**src/rtl/fifo_wr_arbiter_pkg.sv**
```systemverilog
// Shared types and helpers for the FIFO write-side arbiter and the reusable round-robin picker.
// Optional statistics counters in the top are enabled with FIFO_ARB_STATS_EN.
package fifo_wr_arbiter_pkg;

    localparam int DATA_W_DEF = 362;
    localparam int RR_MAX     = 16;
    localparam int RR_IDX_W   = 4;

    typedef enum logic {
        ST_IDLE   = 1'b0,
        ST_LOCKED = 1'b1
    } arb_state_e;

    // Returns {found, index}: the first set request after ptr, wrapping modulo n.
    function automatic logic [RR_IDX_W:0] rr_first(
        input logic [RR_MAX-1:0]   req,
        input logic [RR_IDX_W-1:0] ptr,
        input int                  n
    );
        logic [RR_IDX_W:0] r;
        int                idx;
        r = '0;
        for (int i = 1; i <= RR_MAX; i++) begin
            if (i <= n && !r[RR_IDX_W]) begin
                idx = (int'(ptr) + i) % n;
                if (req[idx]) r = {1'b1, idx[RR_IDX_W-1:0]};
            end
        end
        return r;
    endfunction

endpackage

```
**src/rtl/fifo_wr_arbiter_rr_pick.sv**
```systemverilog
// Combinational rotating-priority picker: request vector + last-served pointer -> one-hot grant + index.
// Shared with the read-side scheduler; holds no state.
module rr_pick
    import fifo_wr_arbiter_pkg::*;
#(
    parameter int N   = 4,
    parameter int IDW = 2
) (
    input  logic [N-1:0]   req_i,
    input  logic [IDW-1:0] ptr_i,
    output logic [N-1:0]   gnt_oh_o,
    output logic [IDW-1:0] gnt_idx_o
);

    logic [RR_MAX-1:0]   req_pad;
    logic [RR_IDX_W-1:0] ptr_pad;
    logic [RR_IDX_W:0]   pick;

    always_comb begin
        req_pad          = '0;
        req_pad[N-1:0]   = req_i;
        ptr_pad          = '0;
        ptr_pad[IDW-1:0] = ptr_i;
        pick             = rr_first(req_pad, ptr_pad, N);
        gnt_oh_o         = '0;
        for (int k = 0; k < N; k++) begin
            gnt_oh_o[k] = pick[RR_IDX_W] && (pick[RR_IDX_W-1:0] == RR_IDX_W'(k));
        end
        gnt_idx_o = pick[IDW-1:0];
    end

endmodule

```
**src/rtl/fifo_wr_arbiter.sv**
```systemverilog
// Round-robin, packet-locking arbiter feeding one FWFT FIFO write port through a single output register.
// Define FIFO_ARB_STATS_EN to add per-requester beat counters and a stall-cycle counter.
module fifo_wr_arbiter
    import fifo_wr_arbiter_pkg::*;
#(
    parameter int DATA_W = DATA_W_DEF,
    parameter int N_REQ  = 4,
    parameter int ID_W   = $clog2(N_REQ)
) (
    input  logic                    i_clk,
    input  logic                    i_rst_n,
    input  logic [N_REQ-1:0]        i_req_valid,
    input  logic [N_REQ-1:0]        i_req_last,
    input  logic [N_REQ*DATA_W-1:0] i_req_data,
    output logic [N_REQ-1:0]        o_req_ready,
    output logic                    o_fifo_w_en,
    output logic [DATA_W-1:0]       o_fifo_data,
    output logic [ID_W-1:0]         o_fifo_src,
    input  logic                    i_fifo_full,
    input  logic                    i_fifo_almost_full,
    output logic [ID_W-1:0]         o_owner,
    output logic                    o_busy,
    output logic                    o_err
`ifdef FIFO_ARB_STATS_EN
   ,output logic [N_REQ*32-1:0]     o_stat_beats,
    output logic [31:0]             o_stat_stall
`endif
);

    arb_state_e         state_q, state_d;
    logic [ID_W-1:0]    rr_ptr_q, rr_ptr_d;
    logic [ID_W-1:0]    owner_q, owner_d;
    logic               w_en_q;
    logic [DATA_W-1:0]  data_q;
    logic [ID_W-1:0]    src_q;
    logic               err_q;

    logic               space;
    logic [N_REQ-1:0]   gnt_oh;
    logic [ID_W-1:0]    gnt_idx;
    logic [N_REQ-1:0]   accept;
    logic               acc_any;
    logic [ID_W-1:0]    acc_idx;
    logic               acc_last;
    logic [DATA_W-1:0]  acc_data;

    assign space = !i_fifo_full && !i_fifo_almost_full;

    rr_pick #(.N(N_REQ), .IDW(ID_W)) u_pick (
        .req_i     (i_req_valid),
        .ptr_i     (rr_ptr_q),
        .gnt_oh_o  (gnt_oh),
        .gnt_idx_o (gnt_idx)
    );

    // Only one ready bit can ever be set, so accept is one-hot or zero.
    always_comb begin
        o_req_ready = '0;
        acc_idx     = owner_q;
        if (state_q == ST_IDLE) begin
            o_req_ready = gnt_oh & {N_REQ{space}};
            acc_idx     = gnt_idx;
        end else begin
            o_req_ready[owner_q] = space;
        end
        accept   = i_req_valid & o_req_ready;
        acc_any  = |accept;
        acc_last = i_req_last[acc_idx];
        acc_data = '0;
        for (int k = 0; k < N_REQ; k++) begin
            if (acc_idx == ID_W'(k)) acc_data = i_req_data[k*DATA_W +: DATA_W];
        end
    end

    always_comb begin
        state_d  = state_q;
        rr_ptr_d = rr_ptr_q;
        owner_d  = owner_q;
        if (acc_any) begin
            if (state_q == ST_IDLE) begin
                owner_d = gnt_idx;
                if (acc_last) rr_ptr_d = gnt_idx;
                else          state_d  = ST_LOCKED;
            end else if (acc_last) begin
                state_d  = ST_IDLE;
                rr_ptr_d = owner_q;
            end
        end
    end

    always_ff @(posedge i_clk) begin
        if (!i_rst_n) begin
            state_q  <= ST_IDLE;
            rr_ptr_q <= ID_W'(N_REQ - 1);
            owner_q  <= '0;
            w_en_q   <= 1'b0;
            data_q   <= '0;
            src_q    <= '0;
            err_q    <= 1'b0;
        end else begin
            state_q  <= state_d;
            rr_ptr_q <= rr_ptr_d;
            owner_q  <= owner_d;
            w_en_q   <= acc_any;
            if (acc_any) begin
                data_q <= acc_data;
                src_q  <= acc_idx;
            end
            // A write landing on a full FIFO means the flags upstream lied.
            if (w_en_q && i_fifo_full) err_q <= 1'b1;
        end
    end

    assign o_fifo_w_en = w_en_q;
    assign o_fifo_data = data_q;
    assign o_fifo_src  = src_q;
    assign o_owner     = owner_q;
    assign o_busy      = (state_q == ST_LOCKED);
    assign o_err       = err_q;

`ifdef FIFO_ARB_STATS_EN
    logic [N_REQ-1:0][31:0] stat_beats_q;
    logic [31:0]            stat_stall_q;
    logic                   stalled;

    // A stall is a requester that would be served if the FIFO had room.
    assign stalled = !space && ((state_q == ST_IDLE) ? (|i_req_valid) : i_req_valid[owner_q]);

    always_ff @(posedge i_clk) begin
        if (!i_rst_n) begin
            stat_beats_q <= '0;
            stat_stall_q <= '0;
        end else begin
            for (int k = 0; k < N_REQ; k++) begin
                if (accept[k]) stat_beats_q[k] <= stat_beats_q[k] + 32'd1;
            end
            if (stalled && stat_stall_q != 32'hFFFF_FFFF) stat_stall_q <= stat_stall_q + 32'd1;
        end
    end

    assign o_stat_beats = stat_beats_q;
    assign o_stat_stall = stat_stall_q;
`endif

endmodule

```
**config.mk**
```make
export PLATFORM = sky130hd
export DESIGN_NAME = fifo_wr_arbiter
export DESIGN_NICKNAME = d
export VERILOG_FILES = /design/src/rtl/fifo_wr_arbiter_pkg.sv /design/src/rtl/fifo_wr_arbiter_rr_pick.sv /design/src/rtl/fifo_wr_arbiter.sv
export SDC_FILE = /design/constraint.sdc
export NUM_CORES = 1
export LEC_CHECK = 0
export ABC_AREA = 1
export CORE_AREA = 4 4 719 721
export CTS_CLUSTER_SIZE = 40
export DETAILED_ROUTE_END_ITERATION = 8
export DIE_AREA = 0 0 723 725
export HOLD_SLACK_MARGIN = 0.06
export SETUP_SLACK_MARGIN = 0.1
export SLEW_MARGIN = 20
export SYNTH_ARGS = -nofsm -noshare
export SYNTH_HDL_FRONTEND = slang
export SYNTH_SLANG_ARGS = --single-unit
```
**constraint.sdc**
```tcl
create_clock -name i_clk -period 2 [get_ports i_clk]
set_input_delay 0.2 -clock i_clk [delete_from_list [all_inputs] [get_ports i_clk]]
set_output_delay 0.2 -clock i_clk [all_outputs]
set_load 0.05 [all_outputs]
```
==> summary.txt <==
Clock tree
  – CTS max path bufs: 3
  – Total CTS buffers: 53
  – Clk slew on worst S/H paths: 70 ps
  – Max H-tree Level: 2
  – Clock Latency Late Sink: around 740 ps
  – CTS tree: yes
  – Clk root buf: clkbuf_16
  – Clk sink count: ~370

Global routing
  – GRT overflow: 0
  – Initial antenna violation count: 526
  – Largest net degree at the start of global routing: 43
  – First-pass GRT wire length: around 560 mm
  – GRT Util Overall: 17.7%
  – Vias in the first global route: roughly 36,000

Setup path
  – Crit-path cells: buf_6, nand2_4, nand2_4, nand2_4, nand2_4, nor2_4, nand3b_1, nand2_2, nand2_4, nand3_4, buf_12, nand2_8, buf_4, buf_12, nand2_2, nand4_1, nand2_4, a21oi_2
  – Worst setup SP type: register
  – FF-to-FF Start: rr_ptr_q[0]
  – CP arrival: 3730 ps
  – Critical Path RT: 2590 ps
  – Crit. End Element: register
  – CP max-delay cell: dfxtp_4
  – Worst setup path start: rr_ptr_q[0]
  – Crit path kind: reg -> reg
  – Critical path peak fanout: 29
  – Critical Path Most Common Cell: nand2_4
  – Worst path max stage delay: 390 ps

Die
  – Die Wd: 723 µm
  – Die area: 524,000 µm²
  – Die span in y: 725 µm
  – Core ar.: 511,000 µm²
  – Initial cell density of the core: 4.24%
  – Row count: 263
  – # IOs: approximately 1,800

Final layout
  – Commonest non-fill, non-tap cell in the layout: nand2_1
  – Layout cells sized above 1: 23.7%
  – Most frequent cells in the layout: nand2_1 (1,940), clkdlybuf4s50_1 (1,552), buf_4 (502), dfxtp_1 (366), nand4_1 (364)
  – FF+latch area: 7390 µm²
  – FILL cells: 59,500
  – Finished Cell Area: 58,700 µm²
  – Nets: 7,287
  – Area added between synthesis and finish: 170%
  – Multi-input gate area: ~15,000 µm²

Timing
  – Max-slew violation count: 0
  – Final hold slack: 175 ps
  – Final setup vio count: 467
  – Fmax: 0.319 GHz
  – Worst-margin pin slew: 733 ps
  – Final worst path period share: 157%
  – Fin crit period: 3130 ps
  – Final hold vios: 0
  – Relative slew slack: 51.1%
  – Worst setup margin: -1130 ps
  – Clock Skew: about 34 ps
  – Unrepaired setup endpoints after global routing: yes

Logic synthesis
  – Seq/Total Area, Yosys: 34.0%
  – Syn_nets: 5,141
  – Synth cell types: 28
  – Syn Inst Count: 3,681
  – Post-synthesis cell area: 21,700 µm²
  – Avg Inst Size Synth: just under 6 µm²
  – Yosys warnings: 0
  – Flops & latches, synth: 369

Pwr
  – Int Power: 41.6 mW
  – Switch share: 54.7%
  – Combinational power share: 75.4%
  – Clock power share: 12.1%
  – Final Power: slightly above 90 mW
  – Power per cell area: 1560 nW/µm²
  – Sequential power share: 12.5%
  – Psw: around 50 mW
  – Max VDD drop: approximately 900 µV
  – Leakage Power: approximately 21 nW

Place
  – Port buffer count: approximately 1,800
  – DP Wirelength: 431 mm
  – Final GP Congestion: 1.03
  – Post-DP Area: 49,600 µm²

Run status
  – Status: finished with violations
  – Violated checks: setup timing

Route
  – DR vias/cell: between 3 and 4
  – Iteration-0 DRC Markers: 3,559
  – Vias post-DR: 39,700
  – Wirelength per Cell: 38.6 µm
  – Pre-antenna DRT Iters: 5
  – Final WL: 492 mm
  – Remaining antenna violation count: 0
  – DRC Markers: 0

Hold path
  – Hold_sp: i_req_data[1080]
  – HP Class: in -> reg

Job
  – Max-cap violation count: 0
## timing repair
item,4_1_cts,5_1_grt
hold buffers,4,0
endpoints found under the hold margin,21,0
gates cloned,48,30
endpoints found under the setup margin,477,472
buffers inserted,107,49
resized for setup,381,518
pin swaps,110,204
## critical path: cells and delay by family, from the launching register on
family | cells | cell delay (ps)
buf+inv | 4 | 540
flops | 1 | 390
compound gates | 1 | 60
simple gates | 13 | 1730
## synthesized netlist by cell type, drive strengths merged
master | number | area [µm²]
and3 | 1 | 6.26
nand4 | 364 | 2280
nand3 | 23 | 125
o211ai | 1 | 7.51
nor2 | 13 | 92.6
nor3 | 1 | 5.00
clkinv | 1 | 3.75
or2 | 2 | 12.5
dfxtp | 369 | 7390
a21oi | 360 | 1800
buf | 154 | 978
o21ai | 1 | 5.00
clkbuf | 128 | 480
inv | 27 | 104
nand2 | 2235 | 8410
nand3b | 1 | 7.51
## per-layer routing
layer	GRT usage [%]	share of wire, %	routed length, µm
met3	10.3	13	65600
met2	27.9	44	217000
met4	6.52	4.8	23800
met5	0	0.32	1570
met1	19.6	37	184000
## kinds of logic after synthesis
| family | synth area share [%] |
|---|---|
| AOI/OAI and AO/OA | 8.36 |
| buffers and inverters | 7.22 |
| DFF | 34.0 |
| and+or+nand+nor | 50.4 |
## through the flow
step,utilization (%),setup slack (ps),instances,TNS [ps]
after floorplan,-,-151,3681,-52940
after global placement,9.70,-1890,12300,-628220
after detailed placement,9.70,-1800,12300,-611270
after CTS,10.9,-1060,12600,-359820
after global routing,11.4,-1160,12700,-413330
final,11.5,-1130,12800,-343890
## final timing paths
path                                    endpoint  cells past startpoint  slack, ps
worst min-delay path            o_fifo_data[356]                      5        170
worst min register to register   o_fifo_data[93]                      2        460
worst max-delay path            o_fifo_data[133]                     18      -1130
worst max register to register  o_fifo_data[133]                     18      -1130
## power groups by stage
stage	registers, mW	clock network, mW	logic, mW
3_3_place_gp	11.3	0	53.1
4_1_cts	11.3	11.5	63.5
3_5_place_dp	11.4	0	52.8
5_1_grt	11.6	11.7	72.0
2_1_floorplan	18.4	0	16.7
6_report	11.4	11.1	69.2
## sequential cells by signal, indices dropped and copies added (netlist names)
name         count
o_fifo_w_en      1
o_fifo_src       2
o_fifo_data    362
o_busy           1
o_err            1
rr_ptr_q         2
## final cells by class
type                            count  area share, %
Multi-Input combinational cell   3002           25.5
Timing Repair Buffer             2373           43.4
Clock buffer                       69           2.54
Sequential cell                   369           12.6
Tap cell                         6757           14.4
Clock inverter                     27          0.738
Antenna cell                      134          0.572
Inverter                           28          0.218
No activity file was read; power rests on OpenSTA's default activity.
